===== src/rtl/sd_bit_serializer.sv =====
// sd_bit_serializer: parallel-in, serial-out stage feeding the 1011 sequence
// detector. WIDTH-bit words are accepted over valid/ready and emitted one bit
// per clk on ser_out, with gapless back-to-back words when the next word is
// offered on the final bit of the current one.
//
// Optional feature: define SD_SER_PARITY_EN to append an even-parity bit
// (^word) after each word's data bits, in a dedicated PARITY state.
//
// state  | meaning
// IDLE   | no word in flight, ser_valid=0, ser_out=0, ready for a word
// SHIFT  | emitting data bits, cnt = index of the bit now on ser_out
// PARITY | emitting the parity bit (only with SD_SER_PARITY_EN)

module sd_bit_serializer #(
    parameter int WIDTH     = 8,
    parameter int MSB_FIRST = 1
) (
    input  logic             clk,
    input  logic             reset,
    input  logic [WIDTH-1:0] in_data,
    input  logic             in_valid,
    output logic             in_ready,
    output logic             ser_out,
    output logic             ser_valid,
    output logic             word_done,
    output logic             busy
);

    localparam int CW = $clog2(WIDTH);
    localparam logic [CW-1:0] CNT_LAST = CW'(WIDTH - 1);

    localparam logic [1:0] IDLE   = 2'd0;
    localparam logic [1:0] SHIFT  = 2'd1;
`ifdef SD_SER_PARITY_EN
    localparam logic [1:0] PARITY = 2'd2;
`endif

    logic [1:0]       state;
    logic [WIDTH-1:0] shreg;
    logic [CW-1:0]    cnt;
    logic             last_bit;
    logic             accept;
    logic             head_bit;
`ifdef SD_SER_PARITY_EN
    logic             par_bit;
`endif

    assign last_bit = (state == SHIFT) && (cnt == CNT_LAST);
    assign head_bit = (MSB_FIRST != 0) ? shreg[WIDTH-1] : shreg[0];
    assign accept   = in_valid && in_ready;
    assign busy     = (state != IDLE);

    // Ready in IDLE and on the final emitted bit, so a word offered then follows with no gap.
    always_comb begin
        in_ready = 1'b0;
`ifdef SD_SER_PARITY_EN
        in_ready = !reset && ((state == IDLE) || (state == PARITY));
`else
        in_ready = !reset && ((state == IDLE) || last_bit);
`endif
    end

    // Serial outputs decoded from state; everything reads as 0 whenever no bit is in flight.
    always_comb begin
        ser_out   = 1'b0;
        ser_valid = 1'b0;
        word_done = 1'b0;
        case (state)
            SHIFT: begin
                ser_out   = head_bit;
                ser_valid = 1'b1;
`ifndef SD_SER_PARITY_EN
                word_done = last_bit;
`endif
            end
`ifdef SD_SER_PARITY_EN
            PARITY: begin
                ser_out   = par_bit;
                ser_valid = 1'b1;
                word_done = 1'b1;
            end
`endif
            default: begin
                ser_out   = 1'b0;
                ser_valid = 1'b0;
                word_done = 1'b0;
            end
        endcase
    end

    // Sequencer: load on accept, shift one bit per cycle, chain or drop to IDLE after the last bit.
    always_ff @(posedge clk) begin
        if (reset) begin
            state <= IDLE;
            shreg <= '0;
            cnt   <= '0;
        end else begin
            case (state)
                IDLE: begin
                    if (accept) begin
                        state <= SHIFT;
                        shreg <= in_data;
                        cnt   <= '0;
                    end
                end
                SHIFT: begin
                    if (cnt == CNT_LAST) begin
`ifdef SD_SER_PARITY_EN
                        state <= PARITY;
`else
                        if (accept) begin
                            shreg <= in_data;
                            cnt   <= '0;
                        end else begin
                            state <= IDLE;
                        end
`endif
                    end else begin
                        cnt <= cnt + 1'b1;
                        if (MSB_FIRST != 0)
                            shreg <= {shreg[WIDTH-2:0], 1'b0};
                        else
                            shreg <= {1'b0, shreg[WIDTH-1:1]};
                    end
                end
`ifdef SD_SER_PARITY_EN
                PARITY: begin
                    if (accept) begin
                        state <= SHIFT;
                        shreg <= in_data;
                        cnt   <= '0;
                    end else begin
                        state <= IDLE;
                    end
                end
`endif
                default: state <= IDLE;
            endcase
        end
    end

`ifdef SD_SER_PARITY_EN
    // Parity is taken from the word as accepted, so later in_data changes cannot disturb it.
    always_ff @(posedge clk) begin
        if (reset)
            par_bit <= 1'b0;
        else if (accept)
            par_bit <= ^in_data;
    end
`endif

endmodule

===== config.mk =====
export PLATFORM = sky130hd
export DESIGN_NAME = sd_bit_serializer
export DESIGN_NICKNAME = d
export VERILOG_FILES = /design/src/rtl/sd_bit_serializer.sv
export SDC_FILE = /design/constraint.sdc
export NUM_CORES = 1
export LEC_CHECK = 0
export CORE_AREA = 8 8 49 51
export CTS_CLUSTER_DIAMETER = 50
export DETAILED_ROUTE_END_ITERATION = 10
export DIE_AREA = 0 0 57 59
export HOLD_SLACK_MARGIN = 0.06
export MAX_ROUTING_LAYER = met4
export PLACE_DENSITY = 0.64
export SLEW_MARGIN = 20
export SYNTH_ARGS = -nofsm -noshare
export SYNTH_HDL_FRONTEND = slang
export SYNTH_SLANG_ARGS = --single-unit

===== constraint.sdc =====
create_clock -name clk -period 1.4 [get_ports clk]
set_input_delay 0.28 -clock clk [delete_from_list [all_inputs] [get_ports clk]]
set_output_delay 0.28 -clock clk [all_outputs]
set_load 0.01 [all_outputs]

* Word level (Yosys, flattened, before mapping)
Cells that the tools add are included.
W data, S select, Z words.
** Storage, ports and cells
- Flip-flop bits (word level) :: 13
- Bits in latches :: 0
- Bits in writable memories :: 0
- ROM bits :: 0
- Input port bits :: 11
- Memories :: 0
** Operators by class
- Add/subtract/negate cells :: 1
- Multipliers :: 0
- Divide/modulo/power cells :: 0
- Order comparisons :: 0
- Equality and inequality tests :: 5
- Shift-type cells :: 0
- Multiplexer cells :: 13
- Bitwise operators :: 0
- Reductions and logical operators :: 9
** Operator list (count)
- $mux W8 :: 2
- $pmux W8 S2 :: 1
- $mux W2 :: 3
- $mux W3 :: 2
- $pmux W3 S2 :: 1
- $ne A2 B2 Y1 const B :: 2
- $pmux W2 S2 :: 1
- $reduce_bool A2 Y1 :: 2
- $add A3 B1 Y3 const B :: 1
- $eq A3 B3 Y1 const B :: 1
- $logic_and A1 B1 Y1 :: 3
- $mux W1 :: 3
- $reduce_and A3 Y1 :: 1
- $eq A2 B1 Y1 const B :: 1
- $logic_not A2 Y1 :: 1
- $ne A2 B1 Y1 const B :: 1
- $logic_not A1 Y1 :: 1
- $logic_or A1 B1 Y1 :: 1

* Depth between registers and ports, before layout
Gate-level depths: netlist of run 1.
- Word-level depth :: 8
- Mapped depth :: 7
- Depth with buffers taken out :: 5

* Worst setup path before layout of run 1
Ideal clock, no wire load.
- Kind :: register to register
- From :: register cnt[0]
- To :: register cnt[0]
- Setup time :: 0.123 ns
- Arrival time :: 1.228 ns
- Path slack :: 0.048 ns
- Cell stages (with the launch flop) :: 8
- Buffers on the path :: 2
- Period minus slack after synthesis :: 1.352 ns
- Path through :: dfxtp_1 ha_1 ha_1 nand2b_1 buf_6 buf_8 nand3b_2 a21oi_2
** Between the ends
- Word-level cells in the longest chain between the ends :: 8
** Ends and longest elaborated chain
- start, declared :: RTL line 40 : logic [CW-1:0] cnt;
- start signal, assigned :: RTL line 119 : cnt <= cnt + 1'b1;
- $eq A3 B3 Y1 :: RTL line 48, 107
- $logic_and A1 B1 Y1 :: RTL line 48 : assign last_bit = (state == SHIFT) && (cnt == CNT_LAST);
- $logic_or A1 B1 Y1 :: RTL line 59 : in_ready = !reset && ((state == IDLE) || last_bit);
- $logic_and A1 B1 Y1 :: RTL line 59
- $logic_and A1 B1 Y1 :: RTL line 50 : assign accept = in_valid && in_ready;
- $mux W3
- $mux W3 :: RTL line 107 : if (cnt == CNT_LAST) begin
- $pmux W3 S2 (*) :: RTL line 98 : case (state)
Mark *: on every way between the ends. The rest lies on a longest branch, timed or not.
A chain may end at the register's enable or synchronous reset.

* Worst setup path in the final report of run 1
- From :: register cnt[1]
- To :: output port word_done
** Between the ends
- Word-level cells in the longest chain between the ends :: 3
** Ends and longest elaborated chain
- $eq A3 B3 Y1 :: RTL line 48
- $logic_and A1 B1 Y1 :: RTL line 48
- $mux W1 :: RTL line 68 : case (state)
- end, declared :: RTL line 25 : output logic word_done,
Every way passes these cells.

==> flow_summary_export.csv, run 1 <==
group,metric,value,unit
worst_setup_path,critPathLaunchType,"register",
finish,layout.core_utilization,0.576,
flow_run,timing.max_cap.violations,0,
finish,layout.cells.most_common_list,"sky130_fd_sc_hd__clkdlybuf4s50_1, sky130_fd_sc_hd__nor2_1, sky130_fd_sc_hd__dfxtp_1",
timing,finalHoldViolCount,0,
worst_setup_path,worst_path_dominant_cell_family,"flip-flops",
timing,post-route-worst-setup-slack,-109,ps
power_and_ir_drop,power-per-cell-area,882,nW/um2
logic_synthesis,netlist.area_leader.share,0.374,
logic_synthesis,synth_seq_cells,12,
worst_setup_path,crit_fanout,3,
placed_design,port_buffers,15,
logic_synthesis,cell_count_after_synthesis,58,
timing,timing.final.setup_violations,2,
finish,area_growth_syn_to_layout,48.1,%
timing,worst_slew_margin_rel,0.886,
cts,worst_skew_pair.late_latency,270,ps
cts,clkSlewWorstSetupHoldPaths,80,ps
global_route,grt_max_degree,13,
timing,timing.hold.ws,536,ps
timing,grt_setup_unrepaired,"true",
floorplanning,row_count,15,
detailed_routing,routed-via-count,491,
detailed_routing,routed_wl,1290,um
detailed_routing,pre_repair_dr_iteration_count,3,
finish,diodes,0,
logic_synthesis,syn_avg_cell_area,11.1,um2
finish,post_layout_nonfiller_instances,100,
finish,number_of_nets_in_the_layout,97,
cts,clock_sink_count,12,
detailed_routing,wire_per_inst,12.9,um
outcome,failed_checks,"negative setup slack",
cts,numCtsBuffers,3,
finish,layout.cells.most_common,"sky130_fd_sc_hd__clkdlybuf4s50_1",
logic_synthesis,yosysSeqAreaShare,0.374,
detailed_routing,routed_via_density,4.91,
worst_setup_path,endpoint_kind,"primary output",
global_route,first_global_vias,543,
detailed_routing,drc_violations_left,0,
detailed_routing,drt_first_iter_violations,2,
cts,cts_max_path_buffers,2,
global_route,globalRouteOverflowTotal,0,
worst_setup_path,timing.critical_path.arrival,1230,ps
timing,crit_share_post_route,1.08,
power_and_ir_drop,vdd.ir_drop.worst,0.000533,V
outcome,run_status,"complete, but fails checks",
floorplanning,die_width,57,um
floorplanning,core_area,1650,um2
logic_synthesis,yosys_warnings,0,
global_route,grt.total_usage,0.0924,
cts,clock-root-buffer,"sky130_fd_sc_hd__clkbuf_4",
timing,slew_violations,0,
logic_synthesis,synthesis.nets,71,
timing,timing.fmax,0.663,GHz
cts,postCtsHoldBufs,0,
floorplanning,die_height,59,um
worst_setup_path,crit_path_cell_trace,"ha_4, ha_4, and2_1, buf_6",
power_and_ir_drop,static-leakage-power,0.423,nW
worst_setup_path,slowest_stage,"sky130_fd_sc_hd__dfxtp_2",
timing,transition_time_at_the_pin_with_the_least_slew_margin,166,ps
placed_design,dp_cells,94,
worst_setup_path,worst_ep_required_time,1120,ps
worst_setup_path,critical_path_class,"register to primary output",
logic_synthesis,netlist.top_cell.by_area,"sky130_fd_sc_hd__dfxtp_1",
logic_synthesis,ranking_of_synthesized_cells_by_area,"sky130_fd_sc_hd__dfxtp_1, sky130_fd_sc_hd__a211oi_2, sky130_fd_sc_hd__mux2i_1, sky130_fd_sc_hd__nand3b_4, sky130_fd_sc_hd__nor2_1",
logic_synthesis,netlist-cell-type-count,17,
worst_setup_path,cp_common_cell,"sky130_fd_sc_hd__ha_4",
placed_design,routabilityCongestion,0.683,
finish,final_layout_size_suffix_gt1_frac,0.494,
timing,layout_min_cycle_time,1510,ps
cts,maximum_level_of_the_cts_h_tree,1,
floorplanning,start_util,0.389,
timing,clk_skew,2.11,ps
min_path,timing.hold.worst.class,"register to register",
worst_setup_path,crit_buf_inv,1,
detailed_routing,drtAntennaViolNets,0,
floorplanning,num_io_pins,16,
cts,cts_tree,"built",
global_route,antenna_found_initial,0,
global_route,grt_first_pass_wirelength,2410,um
worst_setup_path,cp_slowest_stage_delay,340,ps
floorplanning,die_area,3360,um2
logic_synthesis,syn-cell-area,642,um2
[cell families (layout without fill, tap and decap cells)]
kind of cell | Yosys count | in the layout | share of synthesized area
compound gates | 10 | 10 | 0.177
fa+ha+maj | 2 | 2 | 0.0390
buf+inv | 5 | 30 | 0.0780
flops | 12 | 12 | 0.374
mux | 8 | 8 | 0.125
simple gates | 21 | 21 | 0.207
[flip-flops by register name, summed over array words and instances, names as in the netlist]
register	count
cnt	3
state	1
shreg	8
[final cells by class]
class                           instances  area [um2]
Sequential cell                        12         244
Fill cell                             154         701
Tap cell                               17        21.3
Clock buffer                            4        36.3
Timing Repair Buffer                   26         245
Multi-Input combinational cell         41         404
[cell usage after synthesis]
cell type	instances
sky130_fd_sc_hd__dfxtp_1	12
sky130_fd_sc_hd__nor2_1	10
sky130_fd_sc_hd__mux2i_1	8
sky130_fd_sc_hd__a211oi_2	7
sky130_fd_sc_hd__a21oi_2	3
sky130_fd_sc_hd__and2_1	2
sky130_fd_sc_hd__buf_6	2
sky130_fd_sc_hd__ha_1	2
sky130_fd_sc_hd__nand2_1	2
sky130_fd_sc_hd__nand2b_1	2
sky130_fd_sc_hd__nand3b_4	2
sky130_fd_sc_hd__buf_2	1
sky130_fd_sc_hd__buf_4	1
sky130_fd_sc_hd__buf_8	1
sky130_fd_sc_hd__nand3b_2	1
sky130_fd_sc_hd__nor2b_1	1
sky130_fd_sc_hd__nor3_1	1
[final timing paths]
kind / endpoint / startpoint / cells after the start / slack, ps
setup / recovery: word_done / cnt[1] / 4 / -110
hold / removal: shreg[5] / shreg[4] / 2 / 540
setup reg to reg: shreg[7] / cnt[1] / 6 / 80
hold reg to reg: shreg[5] / shreg[4] / 2 / 540
[metrics by stage]
| stage | setup TNS (ps) | setup WS [ps] | cell area [um2] | power [W] |
|---|---|---|---|---|
| floorplan | 0 | 48.4 | 642 | 0.000488 |
| finish | -211 | -109 | 951 | 0.000839 |
| global placement | -476 | -282 | 843 | 0.000554 |
| CTS | -396 | -118 | 966 | 0.000860 |
| detailed placement | -465 | -263 | 843 | 0.000555 |
| global route | -324 | -167 | 951 | 0.000893 |
[tightest hold or removal path, cell delays in order, from the launching register on]
cell and delay, ps:
sky130_fd_sc_hd__dfxtp_1 310, sky130_fd_sc_hd__nor2_1 120, sky130_fd_sc_hd__a211oi_2 50
[where the power goes]
part | total, W | internal [W] | leakage [nW] | switching (W)
sequential | 0.000380 | 0.000366 | 0.100 | 0.0000141
clock | 0.000276 | 0.000158 | 0.0210 | 0.000118
combinational | 0.000183 | 0.000106 | 0.302 | 0.0000767
[metal layers]
layer	vias up	GRT usage	part of all wire	routed length, um
met5	-	-	0	0
met4	0	0.0503	0.013	17
met3	2	0.0343	0.065	83
met2	9	0.157	0.51	652
met1	229	0.0901	0.41	533
li1	251	-	-	-
[timing repair]
item,CTS,global route
endpoints found under the hold margin,0,0
resized for setup,28,2
setup buffers,5,0
setup endpoints to repair,5,7
pin swaps,4,1
Note: power is estimated with default switching activity, not from simulation.
==> run 2, diff against run 1 <==
--- a/config.mk
+++ b/config.mk
@@ -12,7 +12,7 @@
 export HOLD_SLACK_MARGIN = 0.06
 export MAX_ROUTING_LAYER = met4
 export PLACE_DENSITY = 0.64
-export SLEW_MARGIN = 20
+export SLEW_MARGIN = 5
 export SYNTH_ARGS = -nofsm -noshare
 export SYNTH_HDL_FRONTEND = slang
 export SYNTH_SLANG_ARGS = --single-unit
==> results of run 2 <==
Same layout as run 1: the final DEF is identical, and so are final timing and power.
==> run 3, diff against run 2 <==
==> config.mk (replaced) <==
export PLATFORM = sky130hd
export DESIGN_NAME = sd_bit_serializer
export DESIGN_NICKNAME = d
export VERILOG_FILES = /design/src/rtl/sd_bit_serializer.sv
export SDC_FILE = /design/constraint.sdc
export NUM_CORES = 1
export LEC_CHECK = 0
export CORE_AREA = 8 8 48 50
export CTS_BUF_LIST = sky130_fd_sc_hd__clkbuf_8
export CTS_CLUSTER_DIAMETER = 50
export DETAILED_ROUTE_END_ITERATION = 10
export DIE_AREA = 0 0 56 58
export HOLD_SLACK_MARGIN = 0.06
export MAX_ROUTING_LAYER = met4
export PLACE_DENSITY = 0.67
export SLEW_MARGIN = 10
export SYNTH_ARGS = -nofsm -noshare
export SYNTH_HDL_FRONTEND = slang
export SYNTH_SLANG_ARGS = --single-unit
==> run 3 against run 2 <==
Compared with the run above:
- the run still ends with negative setup slack left
- die area down 3.4%
- utilization up 0.80 points
- clock power is 37% higher
- maximum frequency grew 2.8%
- final cell count decreased by 2.0%
- global-route usage decreased by 0.97 points
==> flow_summary_export.csv, run 3 (synthesis results as in run 1) <==
group,metric,value,unit
outcome,run_status,"complete, but fails checks",
outcome,failed_checks,"negative setup slack",
finish,largest_register_ff_count,8,
floorplanning,die_width,56,um
detailed_routing,routed-via-count,478,
global_route,first_global_vias,494,
min_path,timing.hold.worst.class,"register to register",
finish,final_area,942,um2
power_and_ir_drop,power-per-cell-area,990,nW/um2
worst_setup_path,critical_path_class,"register to primary output",
power_and_ir_drop,pwr-share-clk,0.404,
detailed_routing,routed_wl,1380,um
floorplanning,start_util,0.398,
cts,maximum_level_of_the_cts_h_tree,1,
finish,area_growth_syn_to_layout,46.8,%
floorplanning,core_area,1610,um2
floorplanning,row_count,15,
cts,cts_tree,"built",
worst_setup_path,cp_slowest_stage_delay,330,ps
placed_design,routabilityCongestion,0.686,
power_and_ir_drop,vdd.ir_drop.worst,0.000500,V
timing,timing.final.setup_violations,2,
timing,grt_setup_unrepaired,"true",
global_route,grt.total_usage,0.0826,
worst_setup_path,endpoint_kind,"primary output",
power_and_ir_drop,power.switching,0.000216,W
power_and_ir_drop,finalPower,0.000933,W
floorplanning,die_area,3250,um2
worst_setup_path,timing.critical_path.arrival,1190,ps
floorplanning,num_io_pins,16,
detailed_routing,drtAntennaViolNets,0,
power_and_ir_drop,power.share.switching,0.232,
power_and_ir_drop,power.share.sequential,0.410,
timing,slew_violations,0,
finish,number_of_nets_in_the_layout,95,
cts,clock_sink_count,12,
timing,layout_min_cycle_time,1470,ps
cts,worst_skew_pair.late_latency,240,ps
global_route,globalRouteOverflowTotal,0,
cts,cts_max_path_buffers,2,
finish,final_layout_size_suffix_gt1_frac,0.432,
cts,clock-root-buffer,"sky130_fd_sc_hd__clkbuf_8",
finish,largest_registers_ranked_by_flip_flop_count,"shreg (8), cnt (3), state (1)",
global_route,antenna_found_initial,0,
cts,numCtsBuffers,3,
cts,clkSlewWorstSetupHoldPaths,50,ps
timing,final_total_negative_setup_slack,-117,ps
detailed_routing,pre_repair_dr_iteration_count,3,
timing,transition_time_at_the_pin_with_the_least_slew_margin,163,ps
placed_design,detailed_place_hpwl,952,um
flow_run,timing.max_cap.violations,0,
detailed_routing,wire_per_inst,14.0,um
detailed_routing,routed_via_density,4.88,
worst_setup_path,slowest_stage,"sky130_fd_sc_hd__dfxtp_2",
floorplanning,die_height,58,um
placed_design,placedInstanceArea,856,um2
power_and_ir_drop,power.share.combinational,0.187,
global_route,grt_max_degree,16,
timing,worst_slew_margin_rel,0.888,
timing,crit_share_post_route,1.05,
detailed_routing,drt_first_iter_violations,2,
placed_design,port_buffers,15,
power_and_ir_drop,cellInternalPower,0.000716,W
timing,post-route-worst-setup-slack,-67.3,ps
finish,layout.core_utilization,0.584,
timing,clk_skew,1.48,ps
worst_setup_path,worst_ep_required_time,1120,ps
worst_setup_path,cp_common_cell,"sky130_fd_sc_hd__ha_4",
worst_setup_path,crit_fanout,3,
finish,layout.cells.most_common_list,"sky130_fd_sc_hd__nor2_1, sky130_fd_sc_hd__clkdlybuf4s50_1, sky130_fd_sc_hd__dfxtp_1",
power_and_ir_drop,static-leakage-power,0.419,nW
worst_setup_path,crit_path_cell_trace,"ha_4, ha_4, nor2b_4, nor2_1, buf_2",
finish,num-fill-cells,153,
finish,diodes,0,
placed_design,dp_worst_setup_slack,-243,ps
timing,finalHoldViolCount,0,
timing,timing.fmax,0.682,GHz
detailed_routing,drc_violations_left,0,
finish,registers.top_by_ff_count,"shreg",
global_route,grt_first_pass_wirelength,2130,um
worst_setup_path,critPathLaunchType,"register",
run 3: worst paths after layout:
| path | startpoint | end | slack, ps | cells after the start |
|---|---|---|---|---|
| worst max register to register | cnt[0] | shreg[6] | 90 | 6 |
| worst min register to register | shreg[0] | shreg[0] | 520 | 2 |
| worst min-delay path | shreg[0] | shreg[0] | 520 | 2 |
| worst max-delay path | cnt[0] | in_ready | -70 | 5 |
run 3: through the flow:
| stage | instances | hold slack [ps] |
|---|---|---|
| 4_1_cts | 98 | 518 |
| 2_1_floorplan | 58 | 345 |
| 3_3_place_gp | 94 | 493 |
| 6_report | 98 | 521 |
| 3_5_place_dp | 94 | 498 |
| 5_1_grt | 98 | 556 |
run 3: repair_timing:
item | 4_1_cts | 5_1_grt
buffers inserted | 0 | 0
endpoints found under the setup margin | 5 | 5
resized for setup | 14 | 8
hold buffers | 0 | 0
run 3: power groups by stage:
stage / Combinational [W] / Clock (W) / Sequential (W)
6_report: 0.000174 / 0.000377 / 0.000382
5_1_grt: 0.000189 / 0.000403 / 0.000385
4_1_cts: 0.000172 / 0.000386 / 0.000379
3_5_place_dp: 0.000177 / 0 / 0.000386
3_3_place_gp: 0.000175 / 0 / 0.000386
2_1_floorplan: 0.000103 / 0 / 0.000385
run 3: layer usage:
metal  part of all wire  track usage  wire length, um
met1               0.39       0.0752              543
met4              0.017       0.0515               23
met5                  0            -                0
met2               0.54        0.146              739
met3              0.051       0.0284               70
run 3: area by class of cell:
class | count | area, um2 | share of cell area
Tap cell | 17 | 21.3 | 0.0226
Multi-Input combinational cell | 41 | 387 | 0.410
Sequential cell | 12 | 244 | 0.259
Clock buffer | 4 | 55.1 | 0.0584
Timing Repair Buffer | 24 | 235 | 0.250
run 3: worst max-delay path, delay by kind of cell (launching register included):
family | cells | cell delay (ps)
and+or+nand+nor | 2 | 150
adders and majority gates | 2 | 330
buffers and inverters | 1 | 130
DFF | 1 | 330
